### src/rtl/alu_pkg.sv
// alu_pkg: opcode encodings, PSR bit positions, arbiter FSM states and the
// per-opcode PSR write mask shared by the alu and alu_arbiter.
package alu_pkg;

   localparam logic [3:0] ADD  = 4'b0000;
   localparam logic [3:0] SUB  = 4'b0001;
   localparam logic [3:0] AND  = 4'b0010;
   localparam logic [3:0] XOR  = 4'b0011;
   localparam logic [3:0] OR   = 4'b0100;
   localparam logic [3:0] CMP  = 4'b0101;
   localparam logic [3:0] MOV  = 4'b0110;
   localparam logic [3:0] LSH  = 4'b0111;
   localparam logic [3:0] LSHI = 4'b1000;
   localparam logic [3:0] LUI  = 4'b1001;
   localparam logic [3:0] RANI = 4'b1111;

   localparam int PSR_W = 5;
   localparam int PSR_C = 0;
   localparam int PSR_F = 1;
   localparam int PSR_L = 2;
   localparam int PSR_Z = 3;
   localparam int PSR_N = 4;

   typedef enum logic [1:0] {
      ST_IDLE = 2'b00,
      ST_EXEC = 2'b01,
      ST_DONE = 2'b10
   } arb_state_e;

   // Architectural flags each opcode is allowed to write; all others hold.
   function automatic logic [PSR_W-1:0] psr_write_mask(input logic [3:0] op);
      logic [PSR_W-1:0] mask;
      mask = 5'b00000;
      case (op)
         ADD, SUB: begin
            mask[PSR_C] = 1'b1;
            mask[PSR_F] = 1'b1;
         end
         CMP: begin
            mask[PSR_L] = 1'b1;
            mask[PSR_Z] = 1'b1;
            mask[PSR_N] = 1'b1;
         end
         default: mask = 5'b00000;
      endcase
      return mask;
   endfunction

endpackage

### src/rtl/alu.sv
// alu: single-cycle combinational ALU. Result is Rdest op Rsrc; flags are
// always computed and the caller chooses which ones become architectural.
module alu
   import alu_pkg::*;
#(
   parameter int WIDTH  = 16,
   parameter int RAND_W = 4
) (
   input  logic [WIDTH-1:0]  src_i,
   input  logic [WIDTH-1:0]  dest_i,
   input  logic [3:0]        alucont_i,
   input  logic [RAND_W-1:0] random_num_i,
   output logic [WIDTH-1:0]  result_o,
   output logic [PSR_W-1:0]  psr_o
);

   localparam int SH_W = $clog2(WIDTH);

   logic [WIDTH:0]   sum_s;
   logic [WIDTH:0]   diff_s;
   logic [WIDTH-1:0] neg_src_s;
   logic             add_ovf_s;
   logic             sub_ovf_s;

   assign sum_s     = {1'b0, dest_i} + {1'b0, src_i};
   assign diff_s    = {1'b0, dest_i} - {1'b0, src_i};
   assign neg_src_s = (~src_i) + {{(WIDTH-1){1'b0}}, 1'b1};
   assign add_ovf_s = (dest_i[WIDTH-1] == src_i[WIDTH-1]) && (sum_s[WIDTH-1] != dest_i[WIDTH-1]);
   assign sub_ovf_s = (dest_i[WIDTH-1] != src_i[WIDTH-1]) && (diff_s[WIDTH-1] != dest_i[WIDTH-1]);

   // Result select; LSH treats a negative Rsrc as a right-shift amount.
   always_comb begin
      result_o = {WIDTH{1'b0}};
      case (alucont_i)
         ADD:  result_o = sum_s[WIDTH-1:0];
         SUB:  result_o = diff_s[WIDTH-1:0];
         AND:  result_o = dest_i & src_i;
         XOR:  result_o = dest_i ^ src_i;
         OR:   result_o = dest_i | src_i;
         CMP:  result_o = {WIDTH{1'b0}};
         MOV:  result_o = src_i;
         LSH: begin
            if (src_i[WIDTH-1]) begin
               result_o = dest_i >> neg_src_s[SH_W-1:0];
            end else begin
               result_o = dest_i << src_i[SH_W-1:0];
            end
         end
         LSHI: result_o = dest_i << src_i[SH_W-1:0];
         LUI:  result_o = src_i << (WIDTH/2);
         RANI: result_o = {{(WIDTH-RAND_W){1'b0}}, random_num_i};
         default: result_o = {WIDTH{1'b0}};
      endcase
   end

   // Flag generation: carry is a borrow for SUB.
   always_comb begin
      psr_o        = 5'b00000;
      psr_o[PSR_C] = (alucont_i == SUB) ? diff_s[WIDTH] : sum_s[WIDTH];
      psr_o[PSR_F] = (alucont_i == SUB) ? sub_ovf_s : add_ovf_s;
      psr_o[PSR_L] = diff_s[WIDTH];
      psr_o[PSR_Z] = (dest_i == src_i);
      psr_o[PSR_N] = ($signed(dest_i) < $signed(src_i));
   end

endmodule

### src/rtl/alu_arbiter.sv
// alu_arbiter: round-robin two-requester front end for the shared alu with a
// valid/ready response channel and the architectural PSR. Define ALU_ARB_LOCK_EN
// to let a requester hold the grant across consecutive ops via req_lock_*.
module alu_arbiter
   import alu_pkg::*;
#(
   parameter int WIDTH  = 16,
   parameter int RAND_W = 4
) (
   input  logic              clk,
   input  logic              reset,
   input  logic              req_valid_0,
   input  logic              req_valid_1,
   output logic              req_ready_0,
   output logic              req_ready_1,
   input  logic [3:0]        req_op_0,
   input  logic [3:0]        req_op_1,
   input  logic [WIDTH-1:0]  req_src_0,
   input  logic [WIDTH-1:0]  req_src_1,
   input  logic [WIDTH-1:0]  req_dest_0,
   input  logic [WIDTH-1:0]  req_dest_1,
   input  logic              req_lock_0,
   input  logic              req_lock_1,
   input  logic [RAND_W-1:0] random_num,
   output logic              rsp_valid,
   input  logic              rsp_ready,
   output logic              rsp_id,
   output logic [WIDTH-1:0]  rsp_result,
   output logic [PSR_W-1:0]  psr
);

   arb_state_e       state_q, state_d;
   logic [3:0]       op_q, op_d;
   logic [WIDTH-1:0] src_q, src_d;
   logic [WIDTH-1:0] dest_q, dest_d;
   logic             id_q, id_d;
   logic             last_grant_q, last_grant_d;
   logic             rsp_valid_q, rsp_valid_d;
   logic             rsp_id_q, rsp_id_d;
   logic [WIDTH-1:0] rsp_result_q, rsp_result_d;
   logic [PSR_W-1:0] psr_q, psr_d;

   logic             grant_s;
   logic             grant_ok_s;
   logic             accept_s;
   logic             lock_valid_s;
   logic             lock_id_s;
   logic [WIDTH-1:0] alu_result_s;
   logic [PSR_W-1:0] alu_psr_s;
   logic [PSR_W-1:0] psr_mask_s;

   // Grant selection: an active lock overrides round-robin.
   always_comb begin
      grant_s    = 1'b0;
      grant_ok_s = 1'b0;
      if (lock_valid_s) begin
         grant_s    = lock_id_s;
         grant_ok_s = lock_id_s ? req_valid_1 : req_valid_0;
      end else if (req_valid_0 && req_valid_1) begin
         grant_s    = ~last_grant_q;
         grant_ok_s = 1'b1;
      end else if (req_valid_0) begin
         grant_s    = 1'b0;
         grant_ok_s = 1'b1;
      end else if (req_valid_1) begin
         grant_s    = 1'b1;
         grant_ok_s = 1'b1;
      end else begin
         grant_s    = 1'b0;
         grant_ok_s = 1'b0;
      end
   end

   // Reset is folded in so no request is acked while it is asserted.
   assign accept_s    = reset && (state_q == ST_IDLE) && grant_ok_s;
   assign req_ready_0 = accept_s && !grant_s;
   assign req_ready_1 = accept_s && grant_s;

`ifdef ALU_ARB_LOCK_EN
   logic lock_valid_q, lock_valid_d;
   logic lock_id_q, lock_id_d;

   // Lock follows the lock bit of every accepted op.
   always_comb begin
      lock_valid_d = lock_valid_q;
      lock_id_d    = lock_id_q;
      if (accept_s) begin
         lock_valid_d = grant_s ? req_lock_1 : req_lock_0;
         lock_id_d    = grant_s;
      end else begin
         lock_valid_d = lock_valid_q;
         lock_id_d    = lock_id_q;
      end
   end

   // Lock state register.
   always_ff @(posedge clk or negedge reset) begin
      if (!reset) begin
         lock_valid_q <= 1'b0;
         lock_id_q    <= 1'b0;
      end else begin
         lock_valid_q <= lock_valid_d;
         lock_id_q    <= lock_id_d;
      end
   end

   assign lock_valid_s = lock_valid_q;
   assign lock_id_s    = lock_id_q;
`else
   logic unused_lock_s;
   assign unused_lock_s = req_lock_0 ^ req_lock_1;
   assign lock_valid_s  = 1'b0;
   assign lock_id_s     = 1'b0;
`endif

   alu #(
      .WIDTH  (WIDTH),
      .RAND_W (RAND_W)
   ) u_alu (
      .src_i        (src_q),
      .dest_i       (dest_q),
      .alucont_i    (op_q),
      .random_num_i (random_num),
      .result_o     (alu_result_s),
      .psr_o        (alu_psr_s)
   );

   assign psr_mask_s = psr_write_mask(op_q);

   // Next-state and datapath capture for the IDLE -> EXEC -> DONE sequence.
   always_comb begin
      state_d      = state_q;
      op_d         = op_q;
      src_d        = src_q;
      dest_d       = dest_q;
      id_d         = id_q;
      last_grant_d = last_grant_q;
      rsp_valid_d  = rsp_valid_q;
      rsp_id_d     = rsp_id_q;
      rsp_result_d = rsp_result_q;
      psr_d        = psr_q;
      case (state_q)
         ST_IDLE: begin
            if (accept_s) begin
               op_d         = grant_s ? req_op_1   : req_op_0;
               src_d        = grant_s ? req_src_1  : req_src_0;
               dest_d       = grant_s ? req_dest_1 : req_dest_0;
               id_d         = grant_s;
               last_grant_d = grant_s;
               state_d      = ST_EXEC;
            end else begin
               state_d = ST_IDLE;
            end
         end
         ST_EXEC: begin
            rsp_result_d = alu_result_s;
            rsp_id_d     = id_q;
            psr_d        = (psr_q & ~psr_mask_s) | (alu_psr_s & psr_mask_s);
            rsp_valid_d  = 1'b1;
            state_d      = ST_DONE;
         end
         ST_DONE: begin
            if (rsp_ready) begin
               rsp_valid_d = 1'b0;
               state_d     = ST_IDLE;
            end else begin
               state_d = ST_DONE;
            end
         end
         default: begin
            rsp_valid_d = 1'b0;
            state_d     = ST_IDLE;
         end
      endcase
   end

   // State and datapath registers.
   always_ff @(posedge clk or negedge reset) begin
      if (!reset) begin
         state_q      <= ST_IDLE;
         op_q         <= 4'b0000;
         src_q        <= {WIDTH{1'b0}};
         dest_q       <= {WIDTH{1'b0}};
         id_q         <= 1'b0;
         last_grant_q <= 1'b1;
         rsp_valid_q  <= 1'b0;
         rsp_id_q     <= 1'b0;
         rsp_result_q <= {WIDTH{1'b0}};
         psr_q        <= 5'b00000;
      end else begin
         state_q      <= state_d;
         op_q         <= op_d;
         src_q        <= src_d;
         dest_q       <= dest_d;
         id_q         <= id_d;
         last_grant_q <= last_grant_d;
         rsp_valid_q  <= rsp_valid_d;
         rsp_id_q     <= rsp_id_d;
         rsp_result_q <= rsp_result_d;
         psr_q        <= psr_d;
      end
   end

   assign rsp_valid  = rsp_valid_q;
   assign rsp_id     = rsp_id_q;
   assign rsp_result = rsp_result_q;
   assign psr        = psr_q;

endmodule

### config.mk
export PLATFORM = sky130hd
export DESIGN_NAME = alu_arbiter
export DESIGN_NICKNAME = d
export VERILOG_FILES = /design/src/rtl/alu_pkg.sv /design/src/rtl/alu.sv /design/src/rtl/alu_arbiter.sv
export SDC_FILE = /design/constraint.sdc
export NUM_CORES = 1
export LEC_CHECK = 0
export CAP_MARGIN = 40
export CORE_ASPECT_RATIO = 1.2
export CORE_MARGIN = 4
export CORE_UTILIZATION = 56
export DETAILED_ROUTE_END_ITERATION = 12
export GPL_TIMING_DRIVEN = 0
export PLACE_DENSITY = 0.87
export SLEW_MARGIN = 20
export SYNTH_ARGS = -nofsm -noshare
export SYNTH_HDL_FRONTEND = slang
export SYNTH_SLANG_ARGS = --single-unit
### constraint.sdc
create_clock -name clk -period 3.8 [get_ports clk]
set_input_delay 0.95 -clock clk [delete_from_list [all_inputs] [get_ports clk]]
set_output_delay 0.95 -clock clk [all_outputs]
set_load 0.05 [all_outputs]
==> results of run 1 <==
[worst max-delay path, stage by stage]
cell             delay [ns]
clkdlybuf4s50_1        0.42
o211ai_1               0.34
clkbuf_2               0.31
clkbuf_2               0.27
nor2_1                 0.08
dlygate4sd2_1          0.43
[metrics by stage]
stage	setup TNS [ns]	area, um2	hold slack (ns)	worst slack (ns)
final	0	8780	0.414	0.0387
after global routing	-0.0399	8780	0.415	-0.0399
after global placement	-68.42	8400	0.457	-2.85
after CTS	0	8750	0.413	0.0240
after detailed placement	-4.21	8440	0.469	-0.816
after floorplan	0	7150	0.446	0.457
[final timing paths]
check,slack (ns),endpoint,depth (start not counted)
max,0.04,req_ready_0,6
min,0.41,id_q,1
max reg2reg,0.09,flop,10
min reg2reg,0.47,rsp_result[9],2
max in group asynchronous,2.89,rsp_result[4],2
min in group clk,0.47,rsp_result[9],2
[sequential cells by signal, summed over array words and instances (netlist names), named ones only]
signal / cells
dest_q: 16
rsp_result: 16
src_q: 16
op_q: 4
state_q: 2
id_q: 1
last_grant_q: 1
rsp_id: 1
rsp_valid: 1
[power groups by stage]
stage               clock [mW]  combinational (mW)  sequential (mW)
global placement             0                6.04             1.32
CTS                      0.857                6.17             1.33
global route             0.886                6.84             1.38
detailed placement           0                6.11             1.34
finish                   0.858                6.44             1.36
floorplan                    0                4.11             1.47
[timing repair]
item,in CTS,in global routing
resized for setup,11,5
hold buffers,0,0
endpoints found under the setup margin,20,7
buffers inserted,0,1
pin swaps,0,1
[final cells by class]
| cell class | instances | share of cell area (%) |
|---|---|---|
| multi-input combinational | 712 | 58.3 |
| sequential | 63 | 18.0 |
| timing repair buffer | 109 | 12.5 |
| buffer | 67 | 3.29 |
| clock buffer | 11 | 2.77 |
| tap | 161 | 2.30 |
| inverter | 53 | 2.27 |
| clock inverter | 5 | 0.670 |
[cell families after synthesis]
logic type / Yosys count / synth area share [%]
DFF: 63 / 22.1
AOI/OAI and AO/OA: 268 / 24.9
and+or+nand+nor: 277 / 18.5
xor gates and xnor gates: 8 / 0.980
muxes: 104 / 17.0
adders and majority gates: 55 / 9.84
buffers and inverters: 122 / 6.74
[cell usage in the layout (no fill, tap or decap), types with 6 or more instances in the layout]
cell type	n
a22oi_1	8
o21a_1	6
o21ai_0	80
ha_1	52
clkdlybuf4s50_1	102
a21o_1	12
a31oi_1	8
nand2_1	107
clkbuf_16	9
nor2_1	58
buf_2	12
or2_2	7
o22ai_1	13
nor2b_1	9
mux2i_1	81
nand2b_1	9
buf_4	6
o221ai_1	7
nor4_1	7
mux4_2	13
dfrtp_1	62
o211ai_1	9
nand3_1	18
a221oi_1	9
clkbuf_1	44
nor3_1	17
or3_1	8
a21oi_1	46
mux2_2	10
inv_1	52
a211oi_1	9
[routing by layer]
layer  part of all wire (%)  track usage [%]  vias up
li1                       -                -     3531
met1                     36             45.1     3677
met2                     46             57.3      613
met3                     11             6.20      126
met4                    6.7             23.3        0
met5                      0                0        -
==> flow_summary_export.csv, run 1 <==
group,metric,value,unit
final_layout,final_cells,1181,
global_route,grt_pass1_wl,41900,um
final_layout,final_nets,1153,
yosys,synth_area_leaders,"dfrtp_1 22%, mux2i_1 11%, ha_1 9.3%",
yosys,yosys-top-cells-count,"107 x nand2_1, 81 x mux2i_1, 80 x o21ai_0",
route,drt-vias-per-instance,6.73,
power,p_per_area,986,nW/um2
floorplan,die_area,14600,um2
clock_network,cts.path.max_buffers,2,
floorplan,rows,44,
sta,setup_viol,0,
final_layout,syn2layout_area_growth,22.8,%
setup_path,cp.arrival,2.81,ns
setup_path,setup.worst_path.start,"req_valid_0",
sta,fin_crit_sh,99.0,%
final_layout,num_antenna_cells,0,
power,power.share.combinational,74.4,%
clock_network,numCtsBuffers,9,
yosys,synthFlopType,"dfrtp_1",
sta,fin_crit,3.76,ns
global_route,grt_pass1_vias,7585,
global_route,grt_max_degree,60,
power,p_leak,3.73,nW
global_route,track_usage,36.0,%
flow_run,cap_violations,0,
yosys,avgSynthCellArea,7.97,um2
power,p_int,3.81,mW
route,wirelength,27100,um
sta,finalClockSkew,0.0130,ns
global_route,antenna_found_initial,0,
floorplan,core-area,12300,um2
route,vias,7947,
sta,max-slew-margin-rel,44.5,%
setup_path,crit_type,"in -> out",
yosys,yosysUniqueCellTypes,78,
global_route,grt-ovfl-total,0,
place,dp_cells,1165,
yosys,yosysWarningCount,0,
setup_path,worstPathRequired,2.85,ns
yosys,async_flop_share,100,%
worst_hold_path,hold_path.class,"in -> async",
power,seqPwrFrac,15.7,%
place,port_buffers,105,
route,post_drt_wl_per_cell,23.0,um
power,irDropWorstVdd,478,uV
yosys,seq_area_frac_synth,22.1,%
yosys,syn_inst,897,
sta,fmax,266,MHz
clock_network,clk_pin_slew_worst_paths,0.06,ns
yosys,synth_top_cell_by_area,"dfrtp_1",
final_layout,drive_gt1_share,8.43,%
setup_path,r2r-start,"src_q[1]",
clock_network,clk-insertion-delay-late,0.35,ns
clock_network,cts_htree_levels,3,
yosys,postSynthNetCount,1035,
yosys,synth-edff-count,0,
sta,worst_slew_pin_slew,0.831,ns
place,hpwl,21100,um
power,clockPowerShare,9.9,%
route,dr.pass1.iters,8,
yosys,yosysMostFrequentCell,"nand2_1",
clock_network,clock_sinks,63,
floorplan,die_w,111,um
final_layout,multi_input_area,5110,um2
setup_path,critPathLaunchType,"input port",
final_layout,fin_util,71.5,%
setup_path,cp_max_fo,10,
floorplan,ios,108,
sta,slew_violations,0,
clock_network,cts_tree,"built",
power,p_total,8.65,mW
yosys,post-synth-top-area-fraction,21.7,%
final_layout,regArea,1580,um2
setup_path,end_kind,"output port",
place,gp_congestion,1.07,
power,switchingPower,4.84,mW
final_layout,nFillCells,980,
outcome,status,"complete, no violations",
floorplan,die_y,132,um
sta,hold_violations,0,
route,drc,0,
yosys,synth.cell_area,7150,um2
power,sw_frac_of_total,56.0,%
clock_network,root_buffer,"clkbuf_16",
route,ant_nets,0,
route,drt-initial-drc-count,1037,
floorplan,start_util,58.2,%
yosys,synth-seq-cells,63,
Note: power is estimated with default switching activity, not from simulation.
==> run 2: changes to the inputs <==
--- a/config.mk
+++ b/config.mk
@@ -15,4 +15,5 @@
 export SLEW_MARGIN = 20
 export SYNTH_ARGS = -nofsm -noshare
 export SYNTH_HDL_FRONTEND = slang
+export SYNTH_HIERARCHICAL = 1
 export SYNTH_SLANG_ARGS = --single-unit
==> constraint.sdc (replaced) <==
create_clock -name clk -period 3.8 [get_ports clk]
set_input_delay 0.95 -clock clk [delete_from_list [all_inputs] [get_ports clk]]
set_output_delay 0.95 -clock clk [all_outputs]
set_load 0.02 [all_outputs]
==> run 2 against run 1 <==
Sequential power grew 12%. Clock skew down 0.0035 ns. Critical path type is now reg -> reg. Highest routed layer unchanged. Worst hold slack better by 0.058 ns. Synthesized area shrank 0.65%. Core utilization grew 0.11 points. Largest power group unchanged. Critical endpoint is now rsp_result[11]. Largest cell class unchanged.
==> flow_summary_export.csv, run 2 <==
group,metric,value,unit
outcome,status,"complete, no violations",
place,gp_congestion,1.02,
power,p_leak,3.65,nW
yosys,yosysMostFrequentCell,"nand2_1",
route,ant_nets,0,
sta,fin_crit_sh,98.2,%
sta,finalClockSkew,0.00958,ns
setup_path,r2r_cells,12,
setup_path,critical_path_buf_inv_count,3,
sta,fin_crit,3.73,ns
clock_network,clk_pin_slew_worst_paths,0.06,ns
power,irDropWorstVdd,495,uV
clock_network,cts_htree_levels,3,
floorplan,die_y,131,um
final_layout,final_cells,1130,
setup_path,slowest_stage,"ha_1",
final_layout,drive_gt1_share,15.3,%
floorplan,die_area,14600,um2
yosys,syn_inst,846,
place,dp_cells,1114,
yosys,synth-edff-count,0,
sta,slew_violations,0,
setup_path,r2r_end,"rsp_result[11]",
place,dpl_cell_area,8390,um2
global_route,track_usage,35.0,%
floorplan,die_w,111,um
sta,worst_slew_pin_slew,0.704,ns
route,vias,7659,
sta,whs,0.472,ns
yosys,yosys-top-cells-count,"102 x nand2_1, 62 x dfrtp_1, 56 x a21oi_1",
place,dp_slack,-0.577,ns
worst_hold_path,hold_path.class,"in -> async",
yosys,synthFlopType,"dfrtp_1",
final_layout,multi_input_area,5020,um2
setup_path,crit_type,"reg -> reg",
route,drt-vias-per-instance,6.78,
final_layout,num_antenna_cells,0,
setup_path,path_cells,"buf_2 -> buf_4 -> clkinvlp_4 -> ha_1 -> nor3_1 -> a211o_1 -> a221o_1 -> a21oi_4 -> mux2i_1 -> xnor2_1 -> a221o_1 -> mux2_2",
route,drc,0,
setup_path,end_kind,"flop",
yosys,async_flop_share,100,%
global_route,grt_pass1_wl,40700,um
sta,layout_setup_ws,0.0677,ns
floorplan,start_util,57.9,%
setup_path,path_delay_family,"compound AO/OA/AOI/OAI gates",
yosys,post-synth-top-area-fraction,21.8,%
setup_path,reg2reg_slack,0.07,ns
yosys,synth_area_leaders,"dfrtp_1 22%, ha_1 9.0%, a221o_1 5.6%",
clock_network,cts.path.max_buffers,2,
place,hpwl,20400,um
sta,fmax,268,MHz
setup_path,crit_top_cell,"a221o_1",
floorplan,ios,108,
clock_network,hold_buffers,0,
clock_network,clk-insertion-delay-late,0.34,ns
final_layout,postLayoutCellArea,8790,um2
setup_path,slowest_delay,0.41,ns
yosys,synth.cell_area,7100,um2
clock_network,cts_tree,"built",
setup_path,r2r-start,"src_q[1]",
sta,rsz0062_at_grt,"no",
setup_path,critPathLaunchType,"flop",
sta,max-slew-margin-rel,52.7,%
yosys,yosysUniqueCellTypes,78,
setup_path,cp_max_fo,10,
power,p_total,9.37,mW
yosys,postSynthNetCount,982,
final_layout,syn2layout_area_growth,23.8,%
sta,hold_violations,0,
sta,final.setup.tns,0,ns
route,post_drt_wl_per_cell,23.3,um
final_layout,nFillCells,988,
final_layout,final_cell_mix,"102 x nand2_1, 102 x clkdlybuf4s50_1, 61 x dfrtp_1",
global_route,grt-ovfl-total,0,
yosys,avgSynthCellArea,8.40,um2
clock_network,numCtsBuffers,9,
flow_run,cap_violations,0,
route,dr.pass1.iters,6,
final_layout,fin_util,71.6,%
power,p_per_area,1070,nW/um2
global_route,grt_max_degree,29,
setup_path,cp.arrival,3.95,ns
route,wirelength,26300,um
route,drt-initial-drc-count,966,
floorplan,core-area,12300,um2
yosys,synth-seq-cells,63,
global_route,antenna_found_initial,0,
clock_network,root_buffer,"clkbuf_16",
place,port_buffers,105,
setup_path,worstPathRequired,4.02,ns
global_route,grt_pass1_vias,7291,
yosys,yosysWarningCount,6,
final_layout,final_nets,1100,
floorplan,rows,44,
yosys,seq_area_frac_synth,22.2,%
yosys,synth_top_cell_by_area,"dfrtp_1",
setup_path,setup.worst_path.start,"src_q[1]",
sta,setup_viol,0,
final_layout,regArea,1580,um2
clock_network,clock_sinks,63,
run 2: cell types whose count changed in the layout (fill, tap and decap cells not counted), moves of 6 or more:
cell      before  now
xnor2_1        4   13
buf_2         12   22
nor3_2         1   29
o21ai_0       80   36
clkbuf_1      44   26
or2_2          7    1
a21oi_1       46   55
a221o_1        3   40
buf_6          0    6
mux2_2        10   30
mux2i_1       81   30
run 2: power by group:
| part | switching (mW) | internal (mW) | leakage (nW) |
|---|---|---|---|
| Combinational | 4.18 | 2.74 | 2.71 |
| Clock | 0.324 | 0.592 | 0.156 |
| Sequential | 0.567 | 0.964 | 0.788 |
run 2: worst max-delay path by stage:
stage / endpoint / slack [ns] / cells after the start
CTS: rsp_result[11] / -0.05 / 12
global placement: req_ready_1 / -2.59 / 5
finish: rsp_result[11] / 0.07 / 12
global route: rsp_result[11] / 0.01 / 12
detailed placement: rsp_result[11] / -0.58 / 12
floorplan: rsp_result[11] / 0.37 / 12
run 2: timing repair:
| action | CTS | global route |
|---|---|---|
| gates resized for setup | 8 | 11 |
| setup endpoints to repair | 14 | 6 |
| hold endpoints to repair | 0 | 0 |
| setup buffers | 0 | 3 |
| gates cloned | 1 | 0 |
run 2: area by class of cell:
cell class | instances | area share (%)
Clock buffer | 11 | 2.76
Buffer | 60 | 3.50
Inverter | 57 | 2.50
Tap cell | 161 | 2.29
Timing Repair Buffer | 111 | 12.9
Clock inverter | 5 | 0.925
Multi-Input combinational cell | 662 | 57.2
Sequential cell | 63 | 18.0
run 2: cells by family (layout without fill, tap and decap cells):
group                    count (synthesis)  count (layout)  share of synthesized area (%)
AO/OA/AOI/OAI                          247             247                           25.4
XOR/XNOR                                15              15                           1.85
adder cells (fa/ha/maj)                 53              53                           9.55
buffers and inverters                  121             244                           7.47
flip-flops                              63              63                           22.2
multiplexers                            73              73                           13.1
AND/OR/NAND/NOR                        274             274                           20.4
run 2: metal layers:
metal  vias up  wire length [um]  track usage [%]  part of all wire, %
met4         0              1890             21.7                  7.2
li1       3397                 -                -                    -
met2       537             12100             56.2                   46
met3       120              2520             5.52                  9.6
met1      3605              9840             43.9                   37
met5         -                 0                0                    0
